### src/rtl/reset_seq_pkg.sv
// rtl/reset_seq_pkg.sv - state encoding, default parameters and counter sizing for reset_sequencer
package reset_seq_pkg;

    typedef enum logic [2:0] {
        WAIT_LOCK  = 3'd0,
        RELEASE    = 3'd1,
        WAIT_READY = 3'd2,
        DONE       = 3'd3,
        HOLD       = 3'd4
    } seq_state_t;

    localparam int DEF_NUM_STAGES     = 4;
    localparam int DEF_SYNC_STAGES    = 2;
    localparam int DEF_LOCK_FILTER    = 8;
    localparam int DEF_STAGE_DELAY    = 16;
    localparam int DEF_TIMEOUT_CYCLES = 255;

    // A counter only ever compared against limit-1 needs clog2(limit) bits, minimum one.
    function automatic int cnt_width(input int limit);
        return (limit > 1) ? $clog2(limit) : 1;
    endfunction

endpackage

### src/rtl/sync_ff.sv
// rtl/sync_ff.sv - parameterized-depth flop chain synchronizer with asynchronous active-high clear
module sync_ff #(
    parameter int DEPTH = 2,
    parameter int WIDTH = 1
) (
    input  logic             clk,
    input  logic             clr,
    input  logic [WIDTH-1:0] d,
    output logic [WIDTH-1:0] q
);

    logic [WIDTH-1:0] chain [DEPTH];

    always_ff @(posedge clk or posedge clr) begin
        if (clr) begin
            for (int i = 0; i < DEPTH; i++) begin
                chain[i] <= '0;
            end
        end else begin
            chain[0] <= d;
            for (int i = 1; i < DEPTH; i++) begin
                chain[i] <= chain[i-1];
            end
        end
    end

    assign q = chain[DEPTH-1];

endmodule

### src/rtl/reset_sequencer.sv
// rtl/reset_sequencer.sv - staged release of per-subsystem active-low resets after PLL lock
// Optional ready-wait timeout with sticky seq_error: define RESET_SEQ_TIMEOUT_EN.
module reset_sequencer
    import reset_seq_pkg::*;
#(
    parameter int NUM_STAGES     = DEF_NUM_STAGES,
    parameter int SYNC_STAGES    = DEF_SYNC_STAGES,
    parameter int LOCK_FILTER    = DEF_LOCK_FILTER,
    parameter int STAGE_DELAY    = DEF_STAGE_DELAY,
    parameter int TIMEOUT_CYCLES = DEF_TIMEOUT_CYCLES
) (
    input  logic                  clk,
    input  logic                  sys_reset,
    input  logic                  locked_in,
    input  logic                  soft_reset_req,
    input  logic [NUM_STAGES-1:0] stage_ready,
    output logic [NUM_STAGES-1:0] rst_n_out,
    output logic                  seq_done,
    output logic                  seq_error
);

    localparam int LOCK_W = cnt_width(LOCK_FILTER);
    localparam int DLY_W  = cnt_width(STAGE_DELAY);
    localparam int IDX_W  = cnt_width(NUM_STAGES);
    localparam logic [LOCK_W-1:0] LOCK_LAST = LOCK_W'(LOCK_FILTER - 1);
    localparam logic [DLY_W-1:0]  DLY_LAST  = DLY_W'(STAGE_DELAY - 1);
    localparam logic [IDX_W-1:0]  IDX_LAST  = IDX_W'(NUM_STAGES - 1);

    if (NUM_STAGES < 1 || NUM_STAGES > 8 || SYNC_STAGES < 2 || LOCK_FILTER < 1 ||
        STAGE_DELAY < 1 || TIMEOUT_CYCLES < 1) begin : g_param_check
        $error("reset_sequencer: parameter out of range");
    end

    seq_state_t            state_q, state_d;
    logic [LOCK_W-1:0]     lock_cnt_q, lock_cnt_d;
    logic [DLY_W-1:0]      dly_cnt_q, dly_cnt_d;
    logic [IDX_W-1:0]      idx_q, idx_d;
    logic [NUM_STAGES-1:0] rst_n_q, rst_n_d;
    logic                  done_q, done_d;
    logic                  locked_s, abort, ready_hit, ready_go;

    sync_ff #(.DEPTH(SYNC_STAGES), .WIDTH(1)) u_lock_sync (
        .clk (clk),
        .clr (sys_reset),
        .d   (locked_in),
        .q   (locked_s)
    );

    assign ready_hit = stage_ready[idx_q];
    assign abort     = (state_q inside {RELEASE, WAIT_READY, DONE}) && (!locked_s || soft_reset_req);

    always_ff @(posedge clk or posedge sys_reset) begin
        if (sys_reset) begin
            state_q    <= WAIT_LOCK;
            lock_cnt_q <= '0;
            dly_cnt_q  <= '0;
            idx_q      <= '0;
            rst_n_q    <= '0;
            done_q     <= 1'b0;
        end else begin
            state_q    <= state_d;
            lock_cnt_q <= lock_cnt_d;
            dly_cnt_q  <= dly_cnt_d;
            idx_q      <= idx_d;
            rst_n_q    <= rst_n_d;
            done_q     <= done_d;
        end
    end

    always_comb begin
        state_d    = state_q;
        lock_cnt_d = lock_cnt_q;
        dly_cnt_d  = dly_cnt_q;
        idx_d      = idx_q;
        rst_n_d    = rst_n_q;
        done_d     = done_q;
        case (state_q)
            WAIT_LOCK: begin
                if (!locked_s) begin
                    lock_cnt_d = '0;
                end else if (lock_cnt_q == LOCK_LAST) begin
                    state_d    = RELEASE;
                    lock_cnt_d = '0;
                    dly_cnt_d  = '0;
                    idx_d      = '0;
                end else begin
                    lock_cnt_d = lock_cnt_q + 1'b1;
                end
            end
            RELEASE: begin
                if (dly_cnt_q == DLY_LAST) begin
                    state_d          = WAIT_READY;
                    dly_cnt_d        = '0;
                    rst_n_d[idx_q]   = 1'b1;
                end else begin
                    dly_cnt_d = dly_cnt_q + 1'b1;
                end
            end
            WAIT_READY: begin
                if (ready_go) begin
                    if (idx_q == IDX_LAST) begin
                        state_d = DONE;
                        done_d  = 1'b1;
                    end else begin
                        state_d   = RELEASE;
                        idx_d     = idx_q + 1'b1;
                        dly_cnt_d = '0;
                    end
                end
            end
            DONE: begin
            end
            HOLD: begin
                if (dly_cnt_q == DLY_LAST) begin
                    state_d    = WAIT_LOCK;
                    dly_cnt_d  = '0;
                    lock_cnt_d = '0;
                end else begin
                    dly_cnt_d = dly_cnt_q + 1'b1;
                end
            end
            default: begin
                state_d    = WAIT_LOCK;
                lock_cnt_d = '0;
                dly_cnt_d  = '0;
                idx_d      = '0;
                rst_n_d    = '0;
                done_d     = 1'b0;
            end
        endcase
        // Abort overrides whatever the state decided, including a release on this edge.
        if (abort) begin
            state_d    = HOLD;
            lock_cnt_d = '0;
            dly_cnt_d  = '0;
            idx_d      = '0;
            rst_n_d    = '0;
            done_d     = 1'b0;
        end
    end

`ifdef RESET_SEQ_TIMEOUT_EN
    localparam int WAIT_W = cnt_width(TIMEOUT_CYCLES);
    localparam logic [WAIT_W-1:0] WAIT_LAST = WAIT_W'(TIMEOUT_CYCLES - 1);

    logic [WAIT_W-1:0] wait_cnt_q, wait_cnt_d;
    logic              err_q, err_d;

    assign ready_go = ready_hit || (wait_cnt_q == WAIT_LAST);

    always_comb begin
        wait_cnt_d = '0;
        err_d      = err_q;
        if (state_q == WAIT_READY && state_d == WAIT_READY) begin
            wait_cnt_d = wait_cnt_q + 1'b1;
        end
        if (state_q == WAIT_READY && !abort && !ready_hit && wait_cnt_q == WAIT_LAST) begin
            err_d = 1'b1;
        end
    end

    always_ff @(posedge clk or posedge sys_reset) begin
        if (sys_reset) begin
            wait_cnt_q <= '0;
            err_q      <= 1'b0;
        end else begin
            wait_cnt_q <= wait_cnt_d;
            err_q      <= err_d;
        end
    end

    assign seq_error = err_q;
`else
    assign ready_go  = ready_hit;
    assign seq_error = 1'b0;
`endif

    assign rst_n_out = rst_n_q;
    assign seq_done  = done_q;

endmodule

### config.mk
export PLATFORM = sky130hd
export DESIGN_NAME = reset_sequencer
export DESIGN_NICKNAME = d
export VERILOG_FILES = /design/src/rtl/reset_seq_pkg.sv /design/src/rtl/sync_ff.sv /design/src/rtl/reset_sequencer.sv
export SDC_FILE = /design/constraint.sdc
export NUM_CORES = 1
export LEC_CHECK = 0
export BUFFER_PORTS_ARGS = -buffer_cell sky130_fd_sc_hd__buf_4
export CORE_UTILIZATION = 47
export DETAILED_ROUTE_END_ITERATION = 8
export MAX_ROUTING_LAYER = met4
export PLACE_DENSITY = 0.75
export SYNTH_ARGS = -nofsm -noshare
export SYNTH_HDL_FRONTEND = slang
export SYNTH_SLANG_ARGS = --single-unit
### constraint.sdc
create_clock -name clk -period 2.65 [get_ports clk]
set_input_delay 0.1325 -clock clk [delete_from_list [all_inputs] [get_ports clk]]
set_output_delay 0.1325 -clock clk [all_outputs]
set_load 0.02 [all_outputs]
# [Yosys cells after proc, flatten, opt, wreduce, memory -nomap -nowiden]
# Cells that the tools add are included.
[word_totals] reg_bits=19 input_bits=8 out_inout_bits=6 wordCells=86
[op_classes] add_sub_neg=3 magnitude_cmp=2 n_eq_ne=19 n_mux=36 n_bitwise=1 reduce_logical=17
[ops] operator="4-bit 2-to-1 mux" n=8
[ops] operator="3-bit 2-to-1 mux" n=9
[ops] operator="4-bit case mux with 4 select lines" n=1
[ops] operator="3-bit case mux with 5 select lines" n=1
[ops] operator="2-bit 2-to-1 mux" n=6
[ops] operator="3-bit inequality test, second input constant" n=4
[ops] operator="5-bit AND reduction" n=2
[ops] operator="3-bit by 2-bit inequality test with 1-bit output, second input constant" n=3
[ops] operator="3-bit case mux with 3 select lines" n=1
[ops] operator="2-bit by 1-bit inequality test with 1-bit output, second input constant" n=4
[ops] operator="4-bit case mux with 2 select lines" n=1
[ops] operator="4-bit OR reduction" n=2
[ops] operator="3-bit by 2-bit == test with 1-bit output, second input constant" n=2
[ops] operator="3-bit == test, second input constant" n=2
[ops] operator="2-bit case mux with 3 select lines" n=1
[ops] operator="6-bit AND reduction" n=1
[ops] operator="3-bit OR reduction" n=2
[ops] operator="1-bit 2-to-1 mux" n=5
[ops] operator="4-bit by 1-bit adder with 4-bit output, second input constant" n=1
[ops] operator="4-bit == test, second input constant" n=1
[ops] operator="4-bit OR" n=1
[ops] operator="2-bit AND reduction" n=2
[ops] operator="3-bit by 1-bit adder with 3-bit output, second input constant" n=1
[ops] operator="3-bit by 1-bit == test with 1-bit output, second input constant" n=1
[ops] operator="other kinds (15)" n=16

# [Depth between registers and ports, before layout]
[depth] depth_word=8 mapped_depth=6 depth_no_buf=6

# [By module]
# From an unflattened synthesis, not the netlist that was laid out.
[unflattened] hier_cells=111 hier_area_um2=1132.3
[by_module_without_submodules] module="reset_sequencer" instances=1 cells_each=108 area_per_inst_um2=1078.5 seq_area_each_um2=425.4
[by_module_without_submodules] module="sync_ff" instances=1 cells_each=3 area_per_inst_um2=53.8 seq_area_each_um2=50.0

# [Worst setup path before layout]
# Ideal clock, no wire load.
[synth_timing] path_kind="reg-to-reg" from="register lock_cnt_q[0]" to="register dly_cnt_q[1]" arrival_ns=1.763 slack_ns=0.823 stages_incl_launch_ff=7 synth_period_minus_slack_ns=1.827 path_cell_list="dfrtp_1 > ha_1 > ha_1 > a211o_2 > nor2b_1 > a221oi_4 > a22o_2"
[synth_between] elab_chain_len=3
[synth_lines] item="start: declaration" line_no="reset_sequencer.sv:35" text="logic [LOCK_W-1:0] lock_cnt_q, lock_cnt_d;"
[synth_lines] item="start signal: assignment" line_no="reset_sequencer.sv:62" text="lock_cnt_q <= lock_cnt_d;"
[synth_lines] item="3-bit == test" line_no="reset_sequencer.sv:81" text="end else if (lock_cnt_q == LOCK_LAST) begin"
[synth_lines] item="3-bit inequality test (no source line)"
[synth_lines] item="5-bit AND reduction (no source line)"
[synth_lines] item="end signal: assignment" line_no="reset_sequencer.sv:63" text="dly_cnt_q <= dly_cnt_d;"
[synth_lines] item="end: declaration" line_no="reset_sequencer.sv:36" text="logic [DLY_W-1:0] dly_cnt_q, dly_cnt_d;"
# Every way passes these cells.
# A chain may end at the register's enable or synchronous reset.

# [Final worst setup path]
# Same ends and word-level chain as after synthesis.

==> reports/qor.csv <==
stage,metric,value,unit
timing,report.final.slew_viol_count,0,
synthesis,ys_warn_count,0,
cts,clk_latency,290,ps
setup_path,critical_path.max_stage_delay,410,ps
pwr,power,0.000592,W
synthesis,synthAdderAreaFrac,8.32,%
die,dieArea,0.00243,sq mm
global_route,overflow,0,
timing,tightest_slew,708,ps
die,initial_utilization,51.5,%
cells_and_area,drive_gt1_share,22.6,%
placed_design,place_area,0.00114,sq mm
cells_and_area,postLayoutCellArea,0.00119,sq mm
cells_and_area,antenna_cells,0,
global_route,grt_pass1_wl,3100,um
cts,ctsHoldBuffers,2,
die,die_h,49.3,um
synthesis,synth_top_family_by_area,compound AO/OA/AOI/OAI gates,
die,ios,14,
route,drt-initial-drc-count,22,
route,wl_met2,822,um
status,status,completed,
timing,final_hold_viol_count,0,
die,num_rows,16,
synthesis,synth_compound_area_share,22.4,%
cells_and_area,nNetsFinal,122,
global_route,grt_usage,17.1,%
timing,whs,54.9,ps
cts,h-tree-depth,1,
global_route,grt_pass1_vias,702,
setup_path,cpMaxStageDelayCell,dfrtp_1,
cts,cts-root-buf,clkbuf_4,
synthesis,yosys.area_share.simple,15.0,%
setup_path,path_cells,ha_1 -> ha_1 -> a211o_2 -> nor2b_1 -> a221oi_4 -> a22o_2,
cells_and_area,fill_cells,181,
cts,cts-resized-gates,0,
synthesis,synth_top_area_share,45.2,%
route,drc,0,
timing,rsz0062_at_grt,false,
setup_path,crit_start,lock_cnt_q[0],
route,met3_length,42,um
hold_path,hp-class,in -> reg,
synthesis,synthMuxAreaShare,4.04,%
synthesis,yosys_register_bits,19,
synthesis,syn_area_per_cell,11.4,sq um
setup_path,start_kind,flip-flop,
route,ant_nets,0,
timing,max_freq,0.513,GHz
pwr,leakage,0.558,nW
setup_path,r2r_start,lock_cnt_q[0],
synthesis,syn_area,0.00105,sq mm
timing,maxSlewHeadroom,52.8,%
global_route,antenna_found_initial,0,
setup_path,crit_path_end_kind,flip-flop,
timing,setup_viol,0,
route,wl_met1,876,um
run,max_cap_violations,0,
setup_path,worstSetupPathType,reg -> reg,
timing,finClkSkew,4.47,ps
synthesis,synth_cell_types,36,
synthesis,yosysSeqAreaShare,45.2,%
timing,setup_tns,0,ps
die,die_w,49.3,um
placed_design,routabilityCongestion,0.740,
route,vias,748,
route,routedWlPerCell,13.2,um
die,core,0.00204,sq mm
setup_path,cpMostUsedCell,ha_1,
timing,period_needed,1950,ps
setup_path,arrival,2190,ps
synthesis,synth_xor_area_share,0,%
synthesis,synthCells,92,
placed_design,hpwlAfterDp,1330,um
pwr,p_per_area,497,mW/mm^2
global_route,grt_max_degree,20,
cts,cts_setup_buffers,0,
setup_path,path_max_fanout,5,
route,viasPerCell,5.62,
placed_design,place.port_buffers,12,
route,wl,1750,um
cells_and_area,syn_to_final_growth,13.2,%
synthesis,yosys-top-cells-area,"dfrtp_1 45%, ha_1 8.3%, a32o_1 3.8%, a22o_1 3.3%, nor2b_1 3.0%",
hold_path,hp-start,soft_reset_req,
cts,cts_buffer_depth,2,
synthesis,synth_fp_nets,107,
route,dr.max_layer_used,met4,
setup_path,cp.required,2890,ps
cts,clock-sinks,19,
route,drtPass1Iterations,4,
cts,path_clk_slew,100,ps
pwr,ir_worst_vdd,0.397,mV
synthesis,yosys.area.top_type,dfrtp_1,
timing,period_share,73.6,%
cts,cts_tree,yes,
cts,numCtsBuffers,3,
[routing by layer]
layer | vias up | GRT usage (%)
li1 | 369 | -
met1 | 367 | 22.7
met2 | 10 | 27.2
met3 | 2 | 2.80
met4 | 0 | 4.41
met5 | - | -
[synthesized netlist by cell type, drive strengths merged]
library cell / number
a211o: 1
a21bo: 2
a21o: 1
a21oi: 3
a221oi: 2
a22o: 5
a22oi: 1
a32o: 4
and2: 1
and3b: 1
buf: 4
conb: 1
dfrtp: 19
ha: 7
inv: 5
mux2i: 2
mux4: 1
nand2: 3
nand2b: 1
nand3: 4
nand3b: 1
nand4bb: 1
nor2: 4
nor2b: 6
nor3: 2
nor3b: 1
o211ai: 2
o21ai: 3
o221ai: 1
o31ai: 2
or3b: 1
[critical path: cells and delay by family, from the launching register on]
family                   cells  cell delay (ps)
adder cells (fa/ha/maj)      2              450
AO/OA/AOI/OAI                3              880
AND/OR/NAND/NOR              1              160
flip-flops                   1              410
[cell usage in the layout, fill, tap and decap left out, drive strengths merged, types with 2 or more instances in the layout]
master	Yosys	final
o21ai	3	3
a21oi	3	3
inv	5	5
a221oi	2	2
a21bo	2	2
mux2i	2	2
nor3	2	2
nor2b	6	6
a32o	4	4
nor2	4	4
clkbuf	0	4
ha	7	7
o31ai	2	2
dlygate4sd3	0	2
o211ai	2	2
dfrtp	19	19
nand3	4	4
nand2	3	3
a22o	5	5
buf	4	12
[registers in the layout (all words and copies together), names as in the netlist]
register / cells
idx_q: 2
lock_cnt_q: 3
state_q: 3
u_lock_sync.chain: 1
u_lock_sync.q: 1
dly_cnt_q: 4
rst_n_out: 4
seq_done: 1
[report_power, final]
part | total (W) | switching [W] | leakage, nW | internal (W)
Clock | 0.000146 | 0.0000880 | 0.0150 | 0.0000585
Combinational | 0.000101 | 0.0000434 | 0.286 | 0.0000574
Sequential | 0.000345 | 0.0000273 | 0.256 | 0.000317
[worst paths after layout]
check,endpoint,slack (ps),cells past startpoint
max,dly_cnt_q[1],700,6
min,state_q[0],50,2
max reg2reg,dly_cnt_q[1],700,6
min reg2reg,u_lock_sync.q,360,0
max in group asynchronous,u_lock_sync.q,1700,3
min in group asynchronous,idx_q[1],500,3
[per-stage QoR]
step | util, % | cells | worst slack, ps
after global routing | 58.3 | 133 | 607
after detailed placement | 56.1 | 127 | 708
after global placement | 56.1 | 127 | 753
final | 58.3 | 133 | 700
after CTS | 58.3 | 133 | 693
after floorplan | - | 92 | 823
[cells by family after synthesis]
kind of cell    count (synthesis)
simple gates                   26
mux                             3
flops                          19
compound gates                 27
buf+inv                         9
fa+ha+maj                       7
other cells                     1
[layout make-up]
| class | instances | area [sq um] | area share (%) |
|---|---|---|---|
| well taps | 27 | 33.8 | 2.84 |
| clock buffers | 4 | 26.3 | 2.21 |
| flip-flops and latches | 19 | 475 | 39.9 |
| multi-input cells | 64 | 527 | 44.2 |
| inverters | 5 | 18.8 | 1.58 |
| repair buffers | 14 | 110 | 9.24 |
Power figures use the tool's default switching activity.
